--- src/rtl/ppu_sched.sv ---
// Layer-level scheduler for the post-processing unit: hands accumulator
// tiles to the PPU, paces its busy window and quantization groups.
module ppu_sched #(
    parameter int ROW_CYCLES    = 16,
    parameter int TILES_PER_GRP = 4,
    parameter int GRP_W         = 8
) (
    input  logic                             i_clk,
    input  logic                             i_rst,
    input  logic                             i_cfg_valid,
    output logic                             o_cfg_ready,
    input  logic [1:0]                       i_cfg_mode,
    input  logic                             i_cfg_relu_en,
    input  logic                             i_cfg_findmax,
    input  logic [GRP_W-1:0]                 i_cfg_num_grp,
    input  logic                             i_acc_valid,
    output logic                             o_acc_ready,
    output logic                             o_ppu_start,
    output logic [1:0]                       o_mode,
    output logic                             o_relu_en,
    output logic                             o_findmax,
    input  logic                             i_quant_done,
    input  logic                             i_abort,
    output logic [$clog2(TILES_PER_GRP)-1:0] o_tile_idx,
    output logic [GRP_W-1:0]                 o_grp_idx,
    output logic                             o_busy,
    output logic                             o_done,
    output logic                             o_err
);

    localparam int RW = $clog2(ROW_CYCLES);
    localparam int TW = $clog2(TILES_PER_GRP);

    localparam logic [RW-1:0] ROW_LAST  = RW'(ROW_CYCLES - 1);
    localparam logic [TW-1:0] TILE_LAST = TW'(TILES_PER_GRP - 1);

    typedef enum logic [2:0] {
        S_IDLE,
        S_WAIT_ACC,
        S_STREAM,
        S_WAIT_Q,
        S_DONE
    } state_t;

    state_t           state;
    logic [RW-1:0]    row_cnt;
    logic [GRP_W-1:0] num_grp;
    logic             abort_pend;

    // Abort gates the same-cycle handshakes so it always wins a tie.
    assign o_cfg_ready = (state == S_IDLE) && !i_abort;
    assign o_acc_ready = (state == S_WAIT_ACC) && i_acc_valid && !i_abort;
    assign o_ppu_start = o_acc_ready;
    assign o_busy      = (state != S_IDLE);
    assign o_done      = (state == S_DONE) && !i_abort;

    always_ff @(posedge i_clk or posedge i_rst) begin
        if (i_rst) begin
            state      <= S_IDLE;
            row_cnt    <= '0;
            num_grp    <= '0;
            abort_pend <= 1'b0;
            o_mode     <= '0;
            o_relu_en  <= 1'b0;
            o_findmax  <= 1'b0;
            o_tile_idx <= '0;
            o_grp_idx  <= '0;
            o_err      <= 1'b0;
        end else begin
            if (i_quant_done && state != S_WAIT_Q)
                o_err <= 1'b1;

            unique case (state)
                S_IDLE: begin
                    if (i_cfg_valid && !i_abort) begin
                        o_mode     <= i_cfg_mode;
                        o_relu_en  <= i_cfg_relu_en;
                        o_findmax  <= i_cfg_findmax;
                        num_grp    <= i_cfg_num_grp;
                        o_tile_idx <= '0;
                        o_grp_idx  <= '0;
                        abort_pend <= 1'b0;
                        if (i_cfg_num_grp == '0)
                            state <= S_DONE;
                        else
                            state <= S_WAIT_ACC;
                    end
                end
                S_WAIT_ACC: begin
                    if (i_abort) begin
                        state <= S_IDLE;
                    end else if (i_acc_valid) begin
                        row_cnt <= '0;
                        state   <= S_STREAM;
                    end
                end
                S_STREAM: begin
                    // Abort is deferred so the PPU finishes its current tile.
                    if (i_abort)
                        abort_pend <= 1'b1;
                    if (row_cnt == ROW_LAST) begin
                        if (abort_pend || i_abort) begin
                            abort_pend <= 1'b0;
                            state      <= S_IDLE;
                        end else if (o_tile_idx != TILE_LAST) begin
                            o_tile_idx <= o_tile_idx + TW'(1);
                            state      <= S_WAIT_ACC;
                        end else begin
                            o_tile_idx <= '0;
                            state      <= S_WAIT_Q;
                        end
                    end else begin
                        row_cnt <= row_cnt + RW'(1);
                    end
                end
                S_WAIT_Q: begin
                    if (i_abort) begin
                        state <= S_IDLE;
                    end else if (i_quant_done) begin
                        if (o_grp_idx == num_grp - GRP_W'(1)) begin
                            state <= S_DONE;
                        end else begin
                            o_grp_idx <= o_grp_idx + GRP_W'(1);
                            state     <= S_WAIT_ACC;
                        end
                    end
                end
                S_DONE: begin
                    state <= S_IDLE;
                end
                default: begin
                    state <= S_IDLE;
                end
            endcase
        end
    end

endmodule

--- config.mk ---
export PLATFORM = sky130hd
export DESIGN_NAME = ppu_sched
export DESIGN_NICKNAME = d
export VERILOG_FILES = /design/src/rtl/ppu_sched.sv
export SDC_FILE = /design/constraint.sdc
export NUM_CORES = 1
export LEC_CHECK = 0
export ABC_AREA = 1
export BUFFER_PORTS_ARGS = -buffer_cell sky130_fd_sc_hd__clkbuf_2
export CORE_MARGIN = 2
export CORE_UTILIZATION = 33
export CTS_CLUSTER_DIAMETER = 50
export CTS_CLUSTER_SIZE = 8
export DETAILED_ROUTE_END_ITERATION = 16
export HOLD_SLACK_MARGIN = 0.15
export SKIP_CTS_REPAIR_TIMING = 1
export SLEW_MARGIN = 20
export SYNTH_ARGS = -nofsm -noshare
export SYNTH_HDL_FRONTEND = slang
export SYNTH_SLANG_ARGS = --single-unit
--- constraint.sdc ---
create_clock -name i_clk -period 3.24 [get_ports i_clk]
set_input_delay 0.648 -clock i_clk [delete_from_list [all_inputs] [get_ports i_clk]]
set_output_delay 0.648 -clock i_clk [all_outputs]
set_load 0.01 [all_outputs]
==> impl_metrics.json <==
{
  "cts_tree": "built",
  "syn-cell-area_mm2": 0.00189,
  "seq_power_share_pct": 36.3,
  "period_needed_ps": 2140,
  "post-route-drc-count": 0,
  "crit_end": "o_acc_ready",
  "leakagePower_uw": 0.00118,
  "period_share_pct": 66.0,
  "drive_above_1_share_pct": 20.4,
  "die_x_um": 79.8,
  "rsz0062_at_grt": "no",
  "grt_usage_pct": 15.0,
  "power_density_mw_per_mm2": 771,
  "grt_pass1_vias": 1603,
  "p_comb_share_pct": 41.2,
  "h-tree-depth": 2,
  "r2r_cells": 12,
  "avgSynthCellArea_um2": 7.49,
  "timing.fmax_mhz": 468,
  "die_h_um": 79.8,
  "drt-initial-drc-count": 77,
  "max-cap-violations": 0,
  "pre_cts_ws_ps": 1120,
  "synthDistinctLibCells": 30,
  "place.gp.congestion": 0.882,
  "nets": 315,
  "hold_path_class": "input pin to asynchronous set/reset pin",
  "root_buffer": "clkbuf_8",
  "syn_inst": 253,
  "grt_start_max_net_pins": 32,
  "io_buffer_count": 37,
  "avgViaCountPerCell": 4.57,
  "critical_path.max_fanout": 5,
  "ys_warn_count": 0,
  "tightest_slew_ps": 419,
  "p_sw_share_pct": 40.7,
  "maxSlewViolCount": 0,
  "syn_to_final_growth_pct": 19.6,
  "required_ps": 2590,
  "worst_slew_margin_rel_pct": 71.9,
  "intPower_uw": 1040,
  "ir_worst_vdd_mv": 0.317,
  "total_power_uw": 1750,
  "outcome": "finished clean",
  "clkLatencyLatePin_ps": 280,
  "setup.worst_path.start": "i_abort",
  "setup_tns_ps": 0,
  "drt-total-wl_um": 4050,
  "final_core_util_pct": 40.9,
  "antenna_cells": 0,
  "num-fill-cells": 595,
  "design_area_mm2": 0.00226,
  "numCtsBuffers": 5,
  "p_switching_uw": 710,
  "antenna_found_initial": 0,
  "setup_viol": 0,
  "dr.pass1.iters": 5,
  "hpwl_um": 3020,
  "gr-total-overflow": 0,
  "r2r_slack_ps": 1300,
  "finalWorstSetupSlack_ps": 1100,
  "initial_utilization_pct": 34.2,
  "ys_ff_latch": 31,
  "rows": 27,
  "synth_nets": 275,
  "ios": 38,
  "ys_seq_area_share_pct": 41.0,
  "reg2reg_to": "o_grp_idx[1]$_DFFE_PP0P_",
  "reg2reg_from": "num_grp[0]$_DFFE_PP0P_",
  "post_drt_wl_per_cell_um": 11.1,
  "grt_pass1_wl_um": 7290,
  "fin_skew_ps": 0.561,
  "die_area_mm2": 0.00636,
  "clkTransAtPathRegs_ps": 60,
  "vias": 1673,
  "core_region_area_mm2": 0.00554,
  "crit_path_end_kind": "output pin",
  "cts.sinks": 31,
  "postRouteAntennaNets": 0,
  "crit_path_start_kind": "input pin",
  "dpl_cell_area_mm2": 0.00215,
  "pwr-share-clk_pct": 22.5,
  "cp.arrival_ps": 1490,
  "finalHoldViolations": 0,
  "worstSetupPathType": "input pin to output pin",
  "cts.path.max_buffers": 2
}
[critical path, cell delays in order]
cell	delay [ps]
clkbuf_2	140
inv_1	140
nand4_1	130
inv_1	90
nand2_1	80
inv_1	110
clkbuf_2	150
[cells in the mapped netlist]
cell type / n / share of area, %
clkbuf_1: 3 / 0.59
buf_6: 1 / 0.59
nor3b_4: 1 / 0.99
a21o_1: 1 / 0.40
nand4_1: 8 / 2.6
nand2_2: 2 / 0.66
nand3_4: 1 / 0.92
inv_1: 29 / 5.7
nor2_1: 29 / 5.7
nand3_1: 22 / 5.8
dfrtp_1: 31 / 41
inv_2: 1 / 0.20
or2_0: 1 / 0.33
or2_2: 1 / 0.33
nor3_1: 1 / 0.26
nor3_2: 2 / 1.1
o21ai_1: 1 / 0.26
nand2_1: 74 / 15
buf_4: 1 / 0.40
o21ai_0: 13 / 3.4
nor2_2: 2 / 0.66
nor4_1: 1 / 0.33
a21oi_1: 5 / 1.3
xor2_1: 7 / 3.2
ha_1: 4 / 2.6
mux2_2: 2 / 1.2
nand3_2: 1 / 0.53
nor2_4: 1 / 0.59
xnor2_1: 5 / 2.3
mux2_1: 2 / 1.2
[per-layer routing]
metal	vias up	wire (um)	global-route usage, %	share of wire [%]
met5	-	0	0	0
met4	0	76	7.29	1.9
met3	7	174	3.05	4.3
met2	37	1840	23.4	45
met1	736	1960	19.7	48
li1	893	-	-	-
[final cells by class]
type / count / area [um^2] / share of cell area, %
Multi-Input combinational cell: 187 / 976 / 43.1
Sequential cell: 31 / 776 / 34.3
Timing Repair Buffer: 38 / 193 / 8.51
Inverter: 30 / 113 / 4.97
Tap cell: 72 / 90.1 / 3.98
Clock buffer: 6 / 82.6 / 3.65
Clock inverter: 2 / 35.0 / 1.55
[power groups by stage]
stage | Clock, uW | Sequential (uW) | Combinational (uW)
finish | 393 | 634 | 718
global route | 430 | 656 | 835
CTS | 410 | 633 | 726
detailed placement | 0 | 638 | 720
global placement | 0 | 639 | 709
floorplan | 0 | 630 | 541
[worst min path at each step]
| stage | slack [ps] | end |
|---|---|---|
| 2_1_floorplan | 470 | row_cnt[0]$_DFFE_PP0P_ |
| 3_3_place_gp | 440 | o_err$_DFFE_PP0P_ |
| 3_5_place_dp | 460 | o_err$_DFFE_PP0P_ |
| 4_1_cts | 430 | o_tile_idx[1]$_DFFE_PP0P_ |
| 5_1_grt | 470 | o_findmax$_DFFE_PP0P_ |
| 6_report | 420 | o_tile_idx[1]$_DFFE_PP0P_ |
[registers in the layout (all words and copies together), names as in the netlist]
name        count
o_grp_idx       8
o_tile_idx      2
o_mode          2
o_err           1
o_relu_en       1
row_cnt         4
state           3
num_grp         8
o_findmax       1
abort_pend      1
[stage by stage]
stage               hold slack (ps)  std cells
CTS                             428        366
floorplan                       472        253
global route                    473        366
detailed placement              460        358
global placement                442        358
finish                          417        366
[cell families after synthesis]
logic type	Yosys count	synth area share, %
AO/OA/AOI/OAI	20	5.42
XOR/XNOR	12	5.55
adder cells (fa/ha/maj)	4	2.64
AND/OR/NAND/NOR	147	35.5
buffers and inverters	35	7.53
multiplexers	4	2.38
flip-flops	31	41.0
[cell usage in the layout, fill, tap and decap left out, types with 2 or more instances in the layout]
cell type and count:
a21oi_1 5, clkbuf_2 37, clkbuf_8 6, dfrtp_1 31
ha_1 4, inv_1 29, mux2_1 2, mux2_2 2
nand2_1 74, nand2_2 2, nand3_1 22, nand4_1 8
nor2_1 29, nor2_2 2, nor3_2 2, o21ai_0 13
xnor2_1 5, xor2_1 7
Note: power is estimated with default switching activity, not from simulation.
